<file path="config.mk">
export PLATFORM = sky130hd
export DESIGN_NAME = uart_tx_scheduler
export DESIGN_NICKNAME = d
export VERILOG_FILES = /design/src/rtl/uart_tx_scheduler.sv
export SDC_FILE = /design/constraint.sdc
export NUM_CORES = 1
export LEC_CHECK = 0
export ABC_AREA = 1
export CORE_MARGIN = 5
export CORE_UTILIZATION = 51
export DETAILED_ROUTE_END_ITERATION = 6
export PLACE_DENSITY = 0.84
export SKIP_LAST_GASP = 1
export SLEW_MARGIN = 30
export SYNTH_ARGS = -nofsm -noshare
export SYNTH_HDL_FRONTEND = slang
export SYNTH_SLANG_ARGS = --single-unit
</file>
<file path="constraint.sdc">
create_clock -name clk -period 5.1 [get_ports clk]
set_clock_uncertainty 0.05 [all_clocks]
set_input_delay 0.51 -clock clk [delete_from_list [all_inputs] [get_ports clk]]
set_output_delay 0.51 -clock clk [all_outputs]
set_load 0.005 [all_outputs]
</file>
<file path="src/rtl/uart_tx_scheduler.sv">
// Round-robin scheduler that shares one UART transmitter among NREQ byte requesters.
// A granted byte is strobed to the UART until it starts, then the line is allowed to drain.
module uart_tx_scheduler #(
  parameter int NREQ          = 4,
  parameter int START_TIMEOUT = 16
) (
  input  logic              clk,
  input  logic              reset,
  input  logic [NREQ-1:0]   req,
  input  logic [8*NREQ-1:0] req_data,
  output logic [NREQ-1:0]   ack,
  output logic              uart_transmit,
  output logic [7:0]        uart_tx_byte,
  input  logic              uart_is_transmitting,
  output logic              busy,
  output logic              timeout_err
);

  localparam int IDX_W = $clog2(NREQ);
  localparam int CNT_W = $clog2(START_TIMEOUT + 1);

  typedef enum logic [1:0] {
    IDLE  = 2'd0,
    START = 2'd1,
    DRAIN = 2'd2
  } state_e;

  state_e           state_q, state_d;
  logic [IDX_W-1:0] rr_ptr_q, rr_ptr_d;
  logic [IDX_W-1:0] grant_q, grant_d;
  logic [CNT_W-1:0] cnt_q, cnt_d;
  logic [7:0]       tx_byte_q, tx_byte_d;
  logic [NREQ-1:0]  ack_q, ack_d;
  logic             timeout_q, timeout_d;

  logic             any_req;
  logic [IDX_W-1:0] cand;
  logic [IDX_W-1:0] pick;
  logic [7:0]       pick_byte;
  logic [IDX_W-1:0] grant_next;
  logic [CNT_W-1:0] cnt_inc;

  // First pending requester at or above rr_ptr, wrapping NREQ-1 -> 0.
  always_comb begin
    // NOTE: every always_comb output gets a default first so no path leaves it unassigned (no latch).
    any_req = 1'b0;
    cand    = rr_ptr_q;
    pick    = rr_ptr_q;
    for (int k = 0; k < NREQ; k++) begin
      cand = IDX_W'((int'(rr_ptr_q) + k) % NREQ);
      if (!any_req && req[cand]) begin
        any_req = 1'b1;
        pick    = cand;
      end
    end
  end

  always_comb begin
    pick_byte = 8'h00;
    for (int k = 0; k < NREQ; k++) begin
      if (IDX_W'(k) == pick) pick_byte = req_data[8*k +: 8];
    end
  end

  assign grant_next = (grant_q == IDX_W'(NREQ - 1)) ? '0 : grant_q + 1'b1;
  assign cnt_inc    = cnt_q + 1'b1;

  always_comb begin
    state_d   = state_q;
    rr_ptr_d  = rr_ptr_q;
    grant_d   = grant_q;
    cnt_d     = cnt_q;
    tx_byte_d = tx_byte_q;
    ack_d     = '0;
    timeout_d = 1'b0;

    unique case (state_q)
      IDLE: begin
        if (any_req) begin
          grant_d   = pick;
          tx_byte_d = pick_byte;
          cnt_d     = '0;
          state_d   = START;
        end
      end
      START: begin
        // A UART that is already busy on the first START cycle counts as having accepted the byte.
        if (uart_is_transmitting) begin
          ack_d[grant_q] = 1'b1;
          rr_ptr_d       = grant_next;
          cnt_d          = '0;
          state_d        = DRAIN;
        end else if (cnt_inc == CNT_W'(START_TIMEOUT)) begin
          timeout_d = 1'b1;
          rr_ptr_d  = grant_next;
          cnt_d     = '0;
          state_d   = IDLE;
        end else begin
          cnt_d = cnt_inc;
        end
      end
      DRAIN: begin
        if (!uart_is_transmitting) state_d = IDLE;
      end
      default: state_d = IDLE;
    endcase
  end

  always_ff @(posedge clk) begin
    // NOTE: sequential state uses non-blocking assignments so every flop samples pre-edge values.
    if (reset) begin
      state_q   <= IDLE;
      rr_ptr_q  <= '0;
      grant_q   <= '0;
      cnt_q     <= '0;
      tx_byte_q <= 8'h00;
      ack_q     <= '0;
      timeout_q <= 1'b0;
    end else begin
      state_q   <= state_d;
      rr_ptr_q  <= rr_ptr_d;
      grant_q   <= grant_d;
      cnt_q     <= cnt_d;
      tx_byte_q <= tx_byte_d;
      ack_q     <= ack_d;
      timeout_q <= timeout_d;
    end
  end

  assign ack           = ack_q;
  assign timeout_err   = timeout_q;
  assign uart_tx_byte  = tx_byte_q;
  assign uart_transmit = (state_q == START);
  assign busy          = (state_q != IDLE);

  a_ack_onehot: assert property (@(posedge clk) disable iff (reset) $onehot0(ack_q));
  a_ack_excl:   assert property (@(posedge clk) disable iff (reset) !((|ack_q) && timeout_q));

endmodule

</file>
Word level (Yosys, flattened, before mapping):

Cells that the tools add are included.
Widths: inputs -> output; s select.

* magnitude comparators: 6
* reduce and logical (&&, ||, !) cells: 18
* eq/ne operators: 10
* bitwise operators: 2
* $add $sub $neg: 5
* muxes and demuxes: 34

Operators by type and width (count)
* $mux 8: 4
* $mux 2: 10
* $lt 2x3->1 const B: 5
* $mux 5: 3
* $mux 1: 10
* $pmux 5 s2: 1
* $bmux 1 s2: 4
* $pmux 2 s3: 1
* $reduce_and 2->1: 3
* $reduce_bool 2->1: 3
* $reduce_or 3->1: 2
* $add 5x1->5 const B: 1
* $eq 5x5->1 const B: 1
* $add 2x1->2 const B: 2
* $add 2x2->2 const B: 2
* $eq 2x2->1 const A: 2
* $eq 2x2->1 const B: 2
* $logic_and 1x1->1: 4
* $logic_not 2->1: 2
* $ne 2x2->1 const B: 2
* $logic_not 1->1: 3
* $ne 3x1->1 const B: 1
* $reduce_and 3->1: 1
* $demux 1 s2: 1
* other kinds (4): 5

* output and inout bits: 15
* logic and storage cells: 82
* input bits: 39
* register bits after elaboration: 24

Longest topological paths before layout:

* word-level depth: 17
* mapped depth: 18
* gate-level depth less buffers: 17

Least setup slack after synthesis:

OpenSTA, ideal clock, no wires.

* path type: input port to flip-flop
* start point: input req[3]
* end point: register tx_byte_q[5], in the netlist uart_tx_byte[5]
* required time: 4.914 ns
* arrival time: 1.737 ns
* path buffers: 1
* stages on the path: 14
* slack: 3.177 ns
* setup time: 0.136 ns
* cell sequence: nand2_1 > nand3_1 > nand2_2 > inv_2 > nor2_8 > nand4_2 > nand2_4 > inv_6 > buf_8 > or2_1 > nand3_1 > nand2_1 > nand2_1 > a21oi_2

* word-level cells in the longest chain between the ends: 17
* elaborated cells between the ends (all ways): 30
* classes of those cells: 3 x eq/ne; 19 x mux; 8 x reduce/logical

Ends and longest elaborated chain
* from (decl): RTL line 9 `input logic [NREQ-1:0] req,`
* $bmux 1 s2: RTL line 51 `if (!any_req && req[cand]) begin`
* $mux 1 (not written as such): RTL line 51
* $mux 1: RTL line 51
* $logic_not 1->1: RTL line 51
* $logic_and 1x1->1: RTL line 51
* $mux 1: RTL line 51
* $logic_not 1->1: RTL line 51
* $logic_and 1x1->1: RTL line 51
* $mux 1: RTL line 51
* $logic_not 1->1: RTL line 51
* $logic_and 1x1->1: RTL line 51
* $mux 2: RTL line 51
* $logic_not 2->1: RTL line 61 `if (IDX_W'(k) == pick) pick_byte = req_data[8*k +: 8];`
* $mux 8 (4 in a row): RTL line 61
* to (signal assigned): RTL line 124 `tx_byte_q <= tx_byte_d;`
* to (decl): RTL line 32 `logic [7:0] tx_byte_q, tx_byte_d;`

Several ways; a longest one is shown, not always the timed one. The select of a mux whose other input is x is not followed.
A chain may end at the register's enable or synchronous reset.

Worst setup path in the final report:

* start point: register rr_ptr_q[0]
* end point: register tx_byte_q[3], in the netlist uart_tx_byte[3]

* word-level cells in the longest chain between the ends: 17
* elaborated cells between the ends (all ways): 33
* classes of those cells: 3 x add/sub; 3 x eq/ne; 19 x mux; 8 x reduce/logical

Ends and longest elaborated chain
* from (decl): RTL line 29 `logic [IDX_W-1:0] rr_ptr_q, rr_ptr_d;`
* from (signal assigned): RTL line 121 `rr_ptr_q <= rr_ptr_d;`
* parallel branches: the longest is 17 deep, another holds $add 2x1->2

Several ways; the timed one is not identified. The select of a mux whose other input is x is not followed.

==> summary.txt <==
Outcome
  • Outcome: completed

Clocking
  • Clk sinks: 24
  • H-tree depth: 1
  • Clock Latency Late Sink: 0.31 ns
  • Root buffer cell: clkbuf_4
  • Post-CTS Setup Bufs: 0
  • CTS Buffer Depth: 2
  • Clock-pin transition on the worst setup and hold timing paths: 0.13 ns
  • CTS tree: yes
  • Gates resized, CTS repair: 0
  • Num CTS Buffers: 3
  • Hold-fix buffers, CTS: 0

Final layout
  • Multi-input gate area: 1040 sq um
  • Area grow syn2layout: 31.5%
  • Non-Filler Instances: 370
  • Fillcell total: 318
  • Antenna diodes: 0
  • Register area: 480 sq um
  • Final #Nets: 369
  • Share of layout cells above drive strength 1: 0.120

Place
  • Pre-CTS WS: 2.47 ns
  • I/O Buffers: 53
  • Placer Congestion: 0.888
  • DP Cell Count: 366
  • Hpwl dp: 3330 microns

Power
  • Pwr dens: 307 nW/um^2
  • Leakage power: 1.14 nW
  • Worst vdd ir: 169 uV
  • Pwr Total: 0.000721 W

Floorplan
  • Die ar.: 4780 sq um
  • I/O Pins: 54
  • Initial core utilization: 0.531
  • Rows: 21
  • Die height: 69.2 microns
  • Die W: 69.2 microns
  • Core Region: 3360 sq um

Worst setup path
  • Cells on worst reg2reg path: 13
  • CP required: 5.23 ns
  • Crit path kind: flip-flop to flip-flop
  • Crit. path cell count: 13
  • R2R Path End: uart_tx_byte[3]
  • CP peak stage delay: 0.58 ns
  • Max Fanout on Critical Path: 14
  • Crit-path leading delay family: simple AND/OR/NAND/NOR gates
  • Worst path bufs/invs: 3
  • Reg-to-reg critical path startpoint: rr_ptr_q[0]
  • CP Capture Type: flip-flop
  • Critical path arrival: 2.59 ns
  • CP Cell Sequence: inv_2 > nand2_1 > nand2_4 > nand2_4 > nand2_4 > nor2_8 > nand2_1 > o21ai_2 > inv_2 > nand2_1 > inv_1 > nand2_1 > a21oi_2
  • Crit path to: uart_tx_byte[3]
  • Crit path launch type: flip-flop
  • Setup crit start: rr_ptr_q[0]
  • R2r setup slk: 2.64 ns
  • Slowest CP cell: dfxtp_1
  • Crit-path most repeated cell: nand2_1

Drt
  • Post-DR vias/cell: 4.81
  • Drt pass-1 iters: 4
  • Residual DRC count: 0
  • Routed Antenna Nets: 0
  • DR WL/cell: 11.2 microns
  • DRT iter0 DRCs: 83
  • Via count: 1,781
  • Drt total wl: 4140 microns

Logic synthesis
  • Synthesized area per cell: 6.52 sq um
  • Synth Area in Compound Gates: 0.0974
  • Synth Area in Simple Gates: 0.433
  • Mux share of post-synthesis cell area: 0
  • Count of different cell masters after synthesis: 31
  • Post-synth top area share: 0.269
  • Post-Syn Nets: 318
  • Synth Area in XOR/XNOR: 0.0147
  • Async set or reset register ratio after synthesis: 0
  • Syn. warnings: 0
  • Synth cell count leaders: nand2_1, inv_1, nand3_1
  • Register area share after synthesis: 0.269
  • Cells after synthesis: 274
  • Cell taking the most area after synthesis: dfxtp_1
  • Post-synth EDFFs: 0
  • Flops & latches, synth: 24
  • Most used flip-flop cell after synthesis: dfxtp_1
  • Top-count cell post-synth: nand2_1
  • Top post-synthesis cells by area: dfxtp_1, nand2_1, inv_1
  • Main combinational cell family by area after synthesis: simple AND/OR/NAND/NOR gates
  • Syn Std Cell Area: 1790 sq um
  • Post-Synth Adder-Cell Area: 0.0350

Job
  • MaxCap Viol Count: 0

STA
  • Final Hold Vio Count: 0
  • RSZ-0062 raised after global routing: false
  • Post-route setup TNS: 0 ns
  • Min Tclk post-route: 2.46 ns
  • Worst hold margin: 0.418 ns
  • Maximum clock rate: 0.406 GHz
  • Finish-stage setup viols: 0
  • Final period util: 0.483
  • Relative slew slack: 0.543
  • Max-slew violations: 0
  • Final worst slack: 2.64 ns
  • Worst slew pin tran: 0.684 ns

Hold path
  • Worst Hold Class: flip-flop to flip-flop
  • Hold Path Origin: state_q[0]

Global route
  • Initial antenna violation count: 0
  • GR Util All Layers: 0.173
  • Global-route wire length before repair: 7130 microns
  • Largest net degree at the start of global routing: 26
  • Vias in the first global route: 1,760
  • Total congestion overflow: 0
==> where the power goes <==
group / leakage, nW / switching, W / internal (W)
Sequential: 0.197 / 0.0000219 / 0.000217
Clock: 0.0210 / 0.0000552 / 0.0000436
Combinational: 0.921 / 0.000220 / 0.000163
Total: 1.14 / 0.000298 / 0.000423
==> worst register-to-register path: stages (launching register included) <==
cell and delay [ns]:
dfxtp_1 0.58, inv_2 0.20, nand2_1 0.14, nand2_4 0.09
nand2_4 0.08, nand2_4 0.08, nor2_8 0.14, nand2_1 0.08
o21ai_2 0.38, inv_2 0.21, nand2_1 0.11, inv_1 0.04
nand2_1 0.09, a21oi_2 0.06
==> metrics by stage <==
| step | utilization | cell area [sq um] |
|---|---|---|
| 5_1_grt | 0.698 | 2350 |
| 3_5_place_dp | 0.688 | 2310 |
| 3_3_place_gp | 0.688 | 2310 |
| 6_report | 0.698 | 2350 |
| 2_1_floorplan | - | 1790 |
| 4_1_cts | 0.698 | 2350 |
==> placed cells by master (no fill, tap or decap), types with 4 or more instances in the layout <==
cell type | synthesis | final
nand2_1 | 79 | 79
clkdlybuf4s50_1 | 0 | 53
inv_1 | 49 | 49
nand3_1 | 28 | 28
dfxtp_1 | 24 | 24
nor2_1 | 15 | 15
a21oi_1 | 11 | 11
nand4_1 | 8 | 8
nand2_4 | 7 | 7
a21oi_2 | 6 | 6
nand2_2 | 5 | 5
o21ai_0 | 5 | 5
ha_1 | 5 | 5
inv_2 | 4 | 4
or2_2 | 4 | 4
==> worst min-delay path by stage <==
stage	to	cells past startpoint
floorplan	state_q[1]	1
CTS	state_q[1]	1
finish	state_q[1]	1
detailed placement	state_q[1]	1
global placement	state_q[1]	1
global route	state_q[1]	1
==> sequential cells by signal, indices dropped and copies added, names as in the netlist <==
register      count
uart_tx_byte      8
ack               4
grant_q           2
timeout_err       1
state_q           2
cnt_q             5
rr_ptr_q          2
==> routing by layer <==
layer | up-vias | part of all wire | track usage
met5 | - | 0 | 0
met4 | 0 | 0.016 | 0.0412
met3 | 8 | 0.073 | 0.0478
met2 | 56 | 0.47 | 0.309
met1 | 763 | 0.44 | 0.204
li1 | 954 | - | -
==> cell type report <==
type / count / area share
Timing Repair Buffer: 53 / 0.226
Inverter: 54 / 0.0884
Multi-Input combinational cell: 189 / 0.441
Sequential cell: 24 / 0.205
Tap cell: 46 / 0.0245
Clock buffer: 4 / 0.0155
==> cell families (layout without fill, tap and decap cells) <==
family | after synthesis | in the layout
compound gates | 26 | 26
simple gates | 155 | 155
buf+inv | 61 | 111
flops | 24 | 24
xor+xnor | 3 | 3
fa+ha+maj | 5 | 5
Power figures use the tool's default switching activity.
